==> src/rtl/scene_sequencer.sv <==
// Scene scheduler: counts frame pulses, picks the next pattern by playback mode
// and runs a 16-step ordered-dither dissolve (or a hard cut) between scenes.
module scene_sequencer #(
    parameter int NUM_PATTERNS       = 4,
    parameter int SEL_W              = 2,
    parameter int FRAMES_PER_PATTERN = 240,
    parameter int FADE_EN            = 1
) (
    input  logic             clk,
    input  logic             rst_n,
    input  logic             next_frame,
    input  logic [1:0]       mode,
    input  logic             skip,
    input  logic [1:0]       x_lsb,
    input  logic [1:0]       y_lsb,
    output logic [SEL_W-1:0] cur_select,
    output logic [SEL_W-1:0] nxt_select,
    output logic             fading,
    output logic [3:0]       fade_level,
    output logic             pix_use_next,
    output logic             scene_done
);

    localparam logic [0:0]       S_PLAY     = 1'b0;
    localparam logic [0:0]       S_FADE     = 1'b1;
    localparam logic [1:0]       M_PINGPONG = 2'd1;
    localparam logic [1:0]       M_RANDOM   = 2'd2;
    localparam logic [1:0]       M_HOLD     = 2'd3;
    localparam logic [SEL_W-1:0] SEL_LAST   = SEL_W'(NUM_PATTERNS - 1);
    localparam logic [SEL_W-1:0] SEL_ONE    = SEL_W'(1);
    localparam logic [7:0]       FRAME_LAST = 8'(FRAMES_PER_PATTERN - 1);
    localparam logic [15:0]      LFSR_SEED  = 16'hACE1;

    logic [0:0]       state;
    logic [7:0]       frame_cnt;
    logic             dir_up;
    logic [15:0]      lfsr;
    logic             lfsr_fb;
    logic [SEL_W-1:0] seq_succ;
    logic [SEL_W-1:0] succ;
    logic [SEL_W-1:0] cand;
    logic             dir_nxt;
    logic             counting;
    logic             start;

    function automatic logic [3:0] bayer(input logic [1:0] y, input logic [1:0] x);
        logic [3:0] b;
        case ({y, x})
            4'h0: b = 4'd0;   4'h1: b = 4'd8;   4'h2: b = 4'd2;   4'h3: b = 4'd10;
            4'h4: b = 4'd12;  4'h5: b = 4'd4;   4'h6: b = 4'd14;  4'h7: b = 4'd6;
            4'h8: b = 4'd3;   4'h9: b = 4'd11;  4'hA: b = 4'd1;   4'hB: b = 4'd9;
            4'hC: b = 4'd15;  4'hD: b = 4'd7;   4'hE: b = 4'd13;  default: b = 4'd5;
        endcase
        return b;
    endfunction

    assign lfsr_fb  = lfsr[15] ^ lfsr[13] ^ lfsr[12] ^ lfsr[10];
    assign counting = next_frame && (mode != M_HOLD);
    // skip has priority; a coincident next_frame is swallowed by the transition
    assign start    = skip || (counting && (frame_cnt == FRAME_LAST));
    assign cand     = lfsr[SEL_W-1:0];

    always_comb begin
        seq_succ = (cur_select == SEL_LAST) ? '0 : cur_select + SEL_ONE;
        succ     = seq_succ;
        dir_nxt  = dir_up;
        case (mode)
            M_PINGPONG: begin
                if (dir_up) begin
                    if (cur_select == SEL_LAST) begin
                        succ    = cur_select - SEL_ONE;
                        dir_nxt = 1'b0;
                    end else begin
                        succ = cur_select + SEL_ONE;
                    end
                end else begin
                    if (cur_select == '0) begin
                        succ    = SEL_ONE;
                        dir_nxt = 1'b1;
                    end else begin
                        succ = cur_select - SEL_ONE;
                    end
                end
            end
            M_RANDOM: begin
                // out-of-range or repeat candidates fall back to sequential
                if ((cand > SEL_LAST) || (cand == cur_select)) succ = seq_succ;
                else                                          succ = cand;
            end
            default: succ = seq_succ;
        endcase
    end

    always_ff @(posedge clk) begin
        if (!rst_n) begin
            state        <= S_PLAY;
            frame_cnt    <= 8'd0;
            dir_up       <= 1'b1;
            lfsr         <= LFSR_SEED;
            cur_select   <= '0;
            nxt_select   <= '0;
            fading       <= 1'b0;
            fade_level   <= 4'd0;
            pix_use_next <= 1'b0;
            scene_done   <= 1'b0;
        end else begin
            lfsr         <= {lfsr[14:0], lfsr_fb};
            scene_done   <= 1'b0;
            pix_use_next <= fading && (bayer(y_lsb, x_lsb) <= fade_level);
            case (state)
                S_PLAY: begin
                    if (start) begin
                        nxt_select <= succ;
                        frame_cnt  <= 8'd0;
                        dir_up     <= dir_nxt;
                        if (FADE_EN != 0) begin
                            fading     <= 1'b1;
                            fade_level <= 4'd0;
                            state      <= S_FADE;
                        end else begin
                            cur_select <= succ;
                            scene_done <= 1'b1;
                        end
                    end else if (counting) begin
                        frame_cnt <= frame_cnt + 8'd1;
                    end
                end
                S_FADE: begin
                    if (next_frame) begin
                        if (fade_level == 4'd15) begin
                            cur_select <= nxt_select;
                            fading     <= 1'b0;
                            fade_level <= 4'd0;
                            scene_done <= 1'b1;
                            state      <= S_PLAY;
                        end else begin
                            fade_level <= fade_level + 4'd1;
                        end
                    end
                end
                default: state <= S_PLAY;
            endcase
        end
    end

endmodule

==> config.mk <==
export PLATFORM = sky130hd
export DESIGN_NAME = scene_sequencer
export DESIGN_NICKNAME = d
export VERILOG_FILES = /design/src/rtl/scene_sequencer.sv
export SDC_FILE = /design/constraint.sdc
export NUM_CORES = 1
export LEC_CHECK = 0
export CAP_MARGIN = 20
export CORE_MARGIN = 5
export CORE_UTILIZATION = 45
export DETAILED_ROUTE_END_ITERATION = 7
export GPL_TIMING_DRIVEN = 1
export PLACE_DENSITY = 0.67
export SLEW_MARGIN = 20
export SYNTH_ARGS = -nofsm -noshare
export SYNTH_HDL_FRONTEND = slang
export SYNTH_SLANG_ARGS = --single-unit
==> constraint.sdc <==
create_clock -name clk -period 1.9 [get_ports clk]
set_clock_uncertainty 0.1 [all_clocks]
set_input_delay 0.38 -clock clk [delete_from_list [all_inputs] [get_ports clk]]
set_output_delay 0.38 -clock clk [all_outputs]
set_load 0.01 [all_outputs]
# Yosys cells after proc, flatten, opt, wreduce, memory -nomap -nowiden
# Memories as Yosys holds them, arrays and structs flattened.
# Cells that the tools add are included.
# Widths: inputs -> output; s select.
[word_totals]
reg_bits = 37
rom_bits = 64
out_inout_bits = 11
word_cells = 74
memories = 1
[memory_table]
columns = ["name", "words", "word_bits", "read_ports", "rd_clocked_by_memory_dff", "write_ports", "line_no", "source"]
rows = [
  ["(name not given)", 16, 4, 1, 0, 0, "48", "case ({y, x})"],
]
[op_classes]
addsub = 4
order_cmp = 2
n_eq_ne = 10
muxes = 30
bitwise_logic = 4
n_reduce_logical = 13
[ops]
columns = ["op", "n"]
rows = [
  ["$mux 2", 8],
  ["$mux 4", 4],
  ["$mux 8", 2],
  ["$mux 1", 11],
  ["$reduce_and 3->1", 3],
  ["$add 8x1->8 const B", 1],
  ["$eq 8x8->1 const B", 1],
  ["$pmux 4 s2", 1],
  ["$ne 2x2->1 const B", 3],
  ["$pmux 1 s2", 3],
  ["$reduce_and 2->1", 3],
  ["$add 4x1->4 const B", 1],
  ["$eq 2x2->1 const B", 2],
  ["$eq 4x4->1 const B", 1],
  ["$le 4x4->1", 1],
  ["$pmux 2 s2", 1],
  ["$logic_and 1x1->1", 3],
  ["$xor 1x1->1", 3],
  ["$add 2x1->2 const B", 1],
  ["$eq 2x1->1 const B", 1],
  ["$eq 2x2->1", 1],
  ["$gt 2x2->1 const B", 1],
  ["$logic_not 2->1", 1],
  ["$logic_or 1x1->1", 2],
  ["4 further kinds", 4],
]

# Longest topological paths before layout
# Gate-level depths: netlist of the first run.
[depth]
ltp_word = 6
depth_mapped = 6
depth_no_buf = 6

# Worst setup path before layout of the first run
# Ideal clock, no wire load.
[synth_path]
kind = "input -> register"
from = "input port mode[0]"
to = "register frame_cnt[7]"
setup_time_ps = 115
t_arrival_ps = 1508
required_time_ps = 1685
path_slack_ps = 177
path_stages = 5
path_buffers = 0
cell_sequence = "ha_1 and4bb_4 a41oi_4 o21ai_1 o21ba_1"
[synth_between]
elab_chain_cells = 6
[synth_lines]
columns = ["element", "line_no", "source"]
rows = [
  ["start, declared", "12", "input logic [1:0] mode,"],
  ["$ne 2x2->1 (*)", "58", "assign counting = next_frame && (mode != M_HOLD);"],
  ["$logic_and 1x1->1 (*)", "58", ""],
  ["$logic_and 1x1->1", "60", "assign start = skip || (counting && (frame_cnt == FRAME_LAST));"],
  ["$logic_or 1x1->1", "60", ""],
  ["$reduce_bool 2->1 (no source line)", "--", ""],
  ["$reduce_and 2->1 (no source line)", "--", ""],
  ["end signal, assigned", "125", "frame_cnt <= frame_cnt + 8'd1;"],
  ["end, declared", "35", "logic [7:0] frame_cnt;"],
]
# Mark *: on every way between the ends. The rest lies on a longest branch, timed or not.
# A chain may end at the register's enable or synchronous reset.

# Worst setup path in the final report of the first run
[layout_path]
from = "register cur_select[0]"
to = "output port cur_select[0]"
[layout_rtl]
columns = ["element", "line_no", "source"]
rows = [
  ["start, declared", "16", "output logic [SEL_W-1:0] cur_select,"],
  ["start signal, assigned", "121", "cur_select <= succ;"],
  ["start signal, assigned", "131", "cur_select <= nxt_select;"],
]
# No word-level cell between the ends.

==> impl_table.tex, run 1 <==
\begin{tabular}{lr}
\hline
Metric & Value \\
\hline
\multicolumn{2}{l}{\textbf{GRT}} \\
Total routing usage reported by global routing & 0.1398 \\
Overall overflow remaining after global route & 0 \\
Via count of the first global-routing pass & 1,337 \\
Antenna violations before repair & 0 \\
Wire length of the first global-routing pass & roughly 5.9 mm \\
Maximum number of pins on one net before global-route repair & 17 \\
\multicolumn{2}{l}{\textbf{STA}} \\
Remaining max-slew budget at the tightest pin & 0.7661 \\
Sum Neg Setup Slack & 0 ns \\
Setup repair after global routing missed its margin & no \\
Slew Viols, Final & 0 \\
Number of hold violations in the final report & 0 \\
Transition time at the pin with the least slew margin & between 0.3 and 0.4 ns \\
Minimum clock period & around 1.8 ns \\
Top achievable clock speed & 0.5550 GHz \\
Post-route fraction of the period consumed by the critical path & 0.9483 \\
Setup-violating endpoint count in the final report & 0 \\
\multicolumn{2}{l}{\textbf{Cells and area}} \\
Combined area of the multi-input logic cells & between 900 and 1000 sq um \\
Number of fill cells in the layout & around 320 \\
Nets & around 240 \\
Fraction of final layout cells with drive strength greater than 1 & 0.1250 \\
Design area & 2173 sq um \\
Final non-filler cell total & between 200 and 300 \\
Signed area change from the synthesized netlist to the final layout & 26.97\% \\
Inserted Diodes & 0 \\
Sequential cell area & between 700 and 800 sq um \\
\multicolumn{2}{l}{\textbf{Clock network}} \\
Clock sinks & 37 \\
Clock transition at the registers of the reported paths & $\sim$0.07 ns \\
Clock latency on the worst-skew pair & roughly 0.28 ns \\
Clock root buffer & clkbuf\_8 \\
Quantity of hold-fixing buffers added after cts & 0 \\
Cts bufs inserted & 5 \\
Bufs on Longest Clock Path & 2 \\
TritonCTS clock tree & done \\
CTS H-tree lvls & 2 \\
\multicolumn{2}{l}{\textbf{Routing}} \\
Routed length per placed instance & about 13 um \\
Via density & around 5 \\
DRC violations left & 0 \\
Total number of vias & between 1,000 and 1,500 \\
Antenna Violating Nets Remaining & 0 \\
First-iteration detailed-routing DRC count & 102 \\
Final wirelength & 3.323 mm \\
Iteration count of the initial detailed-routing pass & 4 \\
\multicolumn{2}{l}{\textbf{Synthesis}} \\
Cell with the most instances after synthesis & dfxtp\_1 \\
Dominant cell type by area after synthesis & dfxtp\_1 \\
Post-synth EDFFs & 0 \\
Dominant synthesized flop cell & dfxtp\_1 \\
Top cells by instance count after synthesis & 37 x dfxtp\_1, 13 x nor2\_1, 12 x ha\_1, 12 x nand2\_1 \\
Portion of synthesized cell area occupied by the leading cell type & 0.4327 \\
Cells taking the most area after synthesis & dfxtp\_1 43\%, ha\_1 8.8\%, xor2\_1 5.1\%, nand2b\_1 3.3\%, and2\_1 2.9\% \\
Yosys reg bits & 37 \\
Number of distinct library cells after synthesis & 43 \\
Synthesis Warnings & 0 \\
Sequential element share of the synthesized area & 0.4327 \\
Syn nets & $\sim$200 \\
Syn avg cell area & roughly 9.5 sq um \\
Synthesized instance count & around 180 \\
Summed instance area of the synthesized netlist & between 1500 and 2000 sq um \\
FFs w/ async S/R, synth & 0 \\
\multicolumn{2}{l}{\textbf{Setup path}} \\
Cell Chain, Critical Path & clkdlybuf4s50\_1 \\
Worst setup SP type & flop \\
RR Startpoint & frame\_cnt[0]\$\_SDFFE\_PN0P\_ \\
Category of the critical setup timing path & reg -> out \\
Setup crit end kind & output pin \\
Largest fanout on the critical path & 6 \\
Slack of the worst reg-to-reg path & 0.16 ns \\
Number of cells on the worst reg-to-reg path & 5 \\
Cell family contributing the most delay on the critical path & buffers and inverters \\
Largest stage delay on the critical path & roughly 0.58 ns \\
Critical Path AT & approximately 1.3 ns \\
Critical R2R Capture & frame\_cnt[0]\$\_SDFFE\_PN0P\_ \\
Slowest stage cell, crit path & clkdlybuf4s50\_1 \\
Buffers and inverters on the worst path & 1 \\
Data required time of the critical path & roughly 1.4 ns \\
\multicolumn{2}{l}{\textbf{Worst hold path}} \\
Terminating pin of the worst hold path & lfsr[15]\$\_SDFF\_PN1\_ \\
Count of cells along the worst hold path & 1 \\
Start point of the worst hold path & lfsr[14]\$\_SDFF\_PN0\_ \\
Hold Path Class & reg -> reg \\
\multicolumn{2}{l}{\textbf{Place}} \\
Total placed cells including tap cells & 256 \\
Detailed placement HPWL & roughly 2.6 mm \\
Input/output buffers & 20 \\
Final weighted congestion in routability-driven placement & between 0.8 and 0.9 \\
Placed Area & slightly above 2000 sq um \\
\multicolumn{2}{l}{\textbf{Flow run}} \\
Max capacitance violation total & 0 \\
\multicolumn{2}{l}{\textbf{Floorplan}} \\
X dimension of the die & 71.68 um \\
Number of I/O pins & 21 \\
Core box area & between 3000 and 4000 sq um \\
Starting density of the core & 0.4675 \\
Die area & 5137 sq um \\
Height of the die & slightly above 70 um \\
Number of placement rows & 22 \\
\multicolumn{2}{l}{\textbf{Power and ir drop}} \\
Cell area power density & slightly below 800 nW/um\^{}2 \\
IR drop worst, VDD & $\sim$540 uV \\
Static leakage & roughly 0.92 nW \\
\multicolumn{2}{l}{\textbf{Status}} \\
Status & finished clean \\
\hline
\end{tabular}
==> final cells by class <==
class | instances | area share
inverter | 11 | 0.01900
timing repair buffer | 33 | 0.1359
multi-input combinational | 127 | 0.4208
sequential | 37 | 0.3414
clock inverter | 2 | 0.01727
clock buffer | 6 | 0.03800
tap | 48 | 0.02763
==> report_power, final <==
group	switching [mW]	internal, mW	total (mW)
logic	0.0863	0.0968	0.183
clock network	0.274	0.427	0.700
registers	0.0225	0.810	0.833
total	0.383	1.33	1.72
==> through the flow <==
step                      hold slack (ns)  setup WS (ns)  utilization  total power, mW
after floorplan                    0.2863         0.1768            -           0.9510
after CTS                          0.3120        0.04588       0.5933            1.731
after global placement             0.2911        -0.2692       0.5588            1.030
after global routing               0.3184        0.02286       0.5936            1.797
final                              0.3084        0.09818       0.5936            1.716
after detailed placement           0.3002        -0.3252       0.5588            1.035
==> what timing repair did <==
item | CTS | global route
cloned | 0 | 0
pin swaps | 2 | 0
buffers inserted | 0 | 0
setup endpoints to repair | 5 | 1
resized for setup | 4 | 1
==> cell families after synthesis <==
kind of cell,after synthesis,share of synthesized area
compound gates,35,0.1499
xor+xnor,12,0.06140
fa+ha+maj,12,0.08772
buf+inv,17,0.03801
flops,37,0.4327
mux,2,0.01170
simple gates,66,0.2186
==> registers in the layout, summed over array words and instances (netlist names) <==
register      flops
state             1
dir_up            1
scene_done        1
nxt_select        2
fade_level        4
cur_select        2
frame_cnt         8
pix_use_next      1
lfsr             16
fading            1
==> cells in the final DEF, fill, tap and decap left out, types with 2 or more instances in the layout <==
cell             Yosys  final
nor2b_1              2      2
dlygate4sd2_1        0      2
o31ai_1              2      2
mux2i_1              2      2
xor2_1              10     10
xnor2_1              2      2
dfxtp_1             37     36
a31oi_1              2      2
o21ai_0              8      8
a21oi_1              6      6
a211oi_1             3      3
o2111ai_1            3      3
nand2b_1             9      9
inv_1               10     10
o211ai_1             2      2
ha_1                12     11
nand2_1             12     12
a41o_1               2      2
buf_4                0     13
nor3_1               2      2
and4b_1              2      2
nor2_1              13     13
and3_1               3      3
clkdlybuf4s50_1      0     18
nand4_1              3      3
nand3_1              3      3
and2_1               8      8
clkbuf_8             0      6
==> metal layers <==
| metal | global-route usage | share of wire | vias to the layer above |
|---|---|---|---|
| met4 | 0.03758 | 0 | 0 |
| li1 | - | - | 700 |
| met2 | 0.2398 | 0.48 | 21 |
| met1 | 0.1719 | 0.47 | 618 |
| met3 | 0.03787 | 0.051 | 0 |
| met5 | 0 | 0 | - |
==> how the worst max path moves through the flow <==
stage,startpoint,to,cells past startpoint
2_1_floorplan,mode[0],frame_cnt[7]$_SDFFE_PN0P_,5
3_3_place_gp,mode[0],fade_level[1]$_SDFFE_PN0P_,7
3_5_place_dp,mode[0],fade_level[2]$_SDFFE_PN0P_,7
4_1_cts,cur_select[1]$_SDFFE_PN0P_,cur_select[1],1
5_1_grt,next_frame,cur_select[1]$_SDFFE_PN0P_,6
6_report,cur_select[0]$_SDFFE_PN0P_,cur_select[0],1
(Power assumes the default switching activity.)
==> run 2, diff against run 1 <==
--- a/config.mk
+++ b/config.mk
@@ -5,11 +5,10 @@
 export SDC_FILE = /design/constraint.sdc
 export NUM_CORES = 1
 export LEC_CHECK = 0
-export CAP_MARGIN = 20
+export CAP_MARGIN = 10
 export CORE_MARGIN = 5
 export CORE_UTILIZATION = 45
 export DETAILED_ROUTE_END_ITERATION = 7
-export GPL_TIMING_DRIVEN = 1
 export PLACE_DENSITY = 0.67
 export SLEW_MARGIN = 20
 export SYNTH_ARGS = -nofsm -noshare
==> results of run 2 <==
Same layout as run 1: the final DEF is identical, and so are final timing and power.
==> run 3, diff against run 2 <==
--- a/config.mk
+++ b/config.mk
@@ -9,6 +9,7 @@
 export CORE_MARGIN = 5
 export CORE_UTILIZATION = 45
 export DETAILED_ROUTE_END_ITERATION = 7
+export HOLD_SLACK_MARGIN = 0.06
 export PLACE_DENSITY = 0.67
 export SLEW_MARGIN = 20
 export SYNTH_ARGS = -nofsm -noshare
==> constraint.sdc (replaced) <==
create_clock -name clk -period 1.9 [get_ports clk]
set_clock_uncertainty 0.1 [all_clocks]
set_input_delay 0.38 -clock clk [delete_from_list [all_inputs] [get_ports clk]]
set_output_delay 0.38 -clock clk [all_outputs]
set_load 0.02 [all_outputs]
==> run 3 against run 2 <==
  * Die area unchanged
  * Routed wire length up 0.15%
  * Combinational power up 3%
  * Worst hold slack unchanged
  * Flip-flop and latch count unchanged
  * Non-clock buffer count unchanged
  * Setup slack worse by 0.063 ns
  * Cell count unchanged
  * Global-route usage unchanged
  * Critical path type unchanged
  * Largest cell class unchanged
  * Highest routed layer unchanged
==> impl_table.tex, run 3 (synthesized netlist as in run 1, its figures left out) <==
\begin{tabular}{lr}
\hline
Metric & Value \\
\hline
\multicolumn{2}{l}{\textbf{Clock network}} \\
TritonCTS clock tree & done \\
CTS H-tree lvls & 2 (unchanged) \\
Bufs on Longest Clock Path & 2 (unchanged) \\
Clock transition at the registers of the reported paths & 0.07 ns (about the same) \\
Quantity of hold-fixing buffers added after cts & 0 (unchanged) \\
Clock root buffer & clkbuf\_8 \\
Clock sinks & 37 (unchanged) \\
Clock latency on the worst-skew pair & 0.28 ns (about the same) \\
Cts bufs inserted & 5 (unchanged) \\
\multicolumn{2}{l}{\textbf{Setup path}} \\
Category of the critical setup timing path & reg -> out \\
Data required time of the critical path & 1.42 ns (about the same) \\
Slowest stage cell, crit path & clkdlybuf4s50\_1 \\
Largest fanout on the critical path & 7 (+1) \\
Critical Path AT & 1.39 ns (+0.07 ns) \\
Cell family contributing the most delay on the critical path & buffers and inverters \\
Largest stage delay on the critical path & 0.65 ns (+0.07 ns) \\
Setup crit end kind & output pin \\
Buffers and inverters on the worst path & 1 (unchanged) \\
Cell Chain, Critical Path & clkdlybuf4s50\_1 \\
Worst setup SP type & flop \\
\multicolumn{2}{l}{\textbf{Cells and area}} \\
Design area & 2173 sq um (unchanged) \\
Most frequent standard cell in the layout excluding fill and tap cells & dfxtp\_1 \\
Largest registers & lfsr x16, frame\_cnt x8, fade\_level x4 \\
Signed area change from the synthesized netlist to the final layout & 26.97\% (unchanged) \\
Utilization after layout & 0.5936 (unchanged) \\
Number of fill cells in the layout & 325 (+0.62\%) \\
Combined area of the multi-input logic cells & 914.6 sq um (unchanged) \\
Inserted Diodes & 0 (unchanged) \\
Sequential cell area & 740.7 sq um (-0.17\%) \\
Reg with most FFs & lfsr \\
Fraction of final layout cells with drive strength greater than 1 & 0.1204 (-0.004630) \\
Final non-filler cell total & 264 (unchanged) \\
Commonest cells after routing, fill and taps aside & 37 x dfxtp\_1, 16 x clkdlybuf4s50\_1, 13 x nor2\_1, 13 x buf\_4, 12 x nand2\_1 \\
Nets & 237 (unchanged) \\
Largest register FFs & 16 (unchanged) \\
\multicolumn{2}{l}{\textbf{STA}} \\
Top achievable clock speed & 0.5361 GHz (-3.4\%) \\
Worst setup margin & 0.03482 ns (-0.06336 ns) \\
Remaining max-slew budget at the tightest pin & 0.7661 (unchanged) \\
Setup repair after global routing missed its margin & no \\
Transition time at the pin with the least slew margin & 0.3497 ns (unchanged) \\
Setup-violating endpoint count in the final report & 0 (unchanged) \\
Minimum clock period & 1.865 ns (+0.06336 ns) \\
Number of hold violations in the final report & 0 (unchanged) \\
Post-route fraction of the period consumed by the critical path & 0.9817 (+0.03335) \\
Slew Viols, Final & 0 (unchanged) \\
\multicolumn{2}{l}{\textbf{Place}} \\
Placed Area & 2046 sq um (unchanged) \\
Input/output buffers & 20 (unchanged) \\
Detailed placement HPWL & 2.576 mm (unchanged) \\
Final weighted congestion in routability-driven placement & 0.8461 (unchanged) \\
Total placed cells including tap cells & 256 (unchanged) \\
Place WS & -0.3252 ns (unchanged) \\
\multicolumn{2}{l}{\textbf{GRT}} \\
Overall overflow remaining after global route & 0 (unchanged) \\
Maximum number of pins on one net before global-route repair & 17 (unchanged) \\
Wire length of the first global-routing pass & 5.851 mm (unchanged) \\
Antenna violations before repair & 0 (unchanged) \\
Via count of the first global-routing pass & 1,337 (unchanged) \\
Total routing usage reported by global routing & 0.1398 (unchanged) \\
\multicolumn{2}{l}{\textbf{Power and ir drop}} \\
Design Power & 1.722 mW (+0.32\%) \\
IR drop worst, VDD & 542.5 uV (about the same) \\
Static leakage & 0.9419 nW (+2.5\%) \\
Cell area power density & 792.3 nW/um\^{}2 (+0.32\%) \\
\multicolumn{2}{l}{\textbf{Floorplan}} \\
Number of placement rows & 22 (unchanged) \\
Height of the die & 71.68 um (unchanged) \\
Number of I/O pins & 21 (unchanged) \\
Starting density of the core & 0.4675 (unchanged) \\
X dimension of the die & 71.68 um (unchanged) \\
Core box area & 3661 sq um (unchanged) \\
Die area & 5137 sq um (unchanged) \\
\multicolumn{2}{l}{\textbf{Routing}} \\
First-iteration detailed-routing DRC count & 103 (+0.98\%) \\
Antenna Violating Nets Remaining & 0 (unchanged) \\
Via density & 5.072 (unchanged) \\
Total number of vias & 1,339 (unchanged) \\
Routed length per placed instance & 12.61 um (+0.15\%) \\
Final wirelength & 3.328 mm (+0.15\%) \\
Iteration count of the initial detailed-routing pass & 4 (unchanged) \\
DRC violations left & 0 (unchanged) \\
\multicolumn{2}{l}{\textbf{Worst hold path}} \\
Hold Path Class & reg -> reg \\
\multicolumn{2}{l}{\textbf{Flow run}} \\
Max capacitance violation total & 0 (unchanged) \\
\multicolumn{2}{l}{\textbf{Status}} \\
Status & finished clean \\
\hline
\end{tabular}
run 3: final cells by class:
type | count | area share
repair buffers | 33 | 0.1364
clock inverters | 2 | 0.01727
clock buffers | 6 | 0.03800
well taps | 48 | 0.02763
multi-input cells | 127 | 0.4208
flip-flops and latches | 37 | 0.3408
inverters | 11 | 0.01900
run 3: what timing repair did:
item                       CTS  global route
setup endpoints to repair    6             1
buffers inserted             0             0
gates resized for setup      5             1
pin swaps                    2             0
run 3: stage by stage:
stage	TNS, ns	hold WS (ns)
6_report	0	0.3084
5_1_grt	0	0.3184
4_1_cts	0	0.3120
3_5_place_dp	-4.377	0.3002
3_3_place_gp	-3.774	0.2911
2_1_floorplan	0	0.2863
run 3: layer usage:
metal,track usage,up-vias,part of all wire,routed length [um]
li1,-,700,-,-
met1,0.1719,618,0.47,1559
met2,0.2398,21,0.48,1600
met3,0.03787,0,0.050,168
met4,0.03758,0,0,0
met5,0,-,0,0
run 3: path summary, 6_finish.rpt:
path	slack [ns]	to	startpoint	cells past startpoint
max	0.03	fade_level[0]	fade_level[0]$_SDFFE_PN0P_	1
min	0.31	lfsr[15]$_SDFF_PN1_	lfsr[14]$_SDFF_PN0_	1
max reg2reg	0.16	frame_cnt[0]$_SDFFE_PN0P_	frame_cnt[0]$_SDFFE_PN0P_	5
min reg2reg	0.31	lfsr[15]$_SDFF_PN1_	lfsr[14]$_SDFF_PN0_	1
run 3: power breakdown:
| group | leakage [nW] | switching [mW] | internal (mW) |
|---|---|---|---|
| logic | 0.580 | 0.0918 | 0.0969 |
| clock network | 0.0574 | 0.274 | 0.427 |
| registers | 0.304 | 0.0225 | 0.810 |
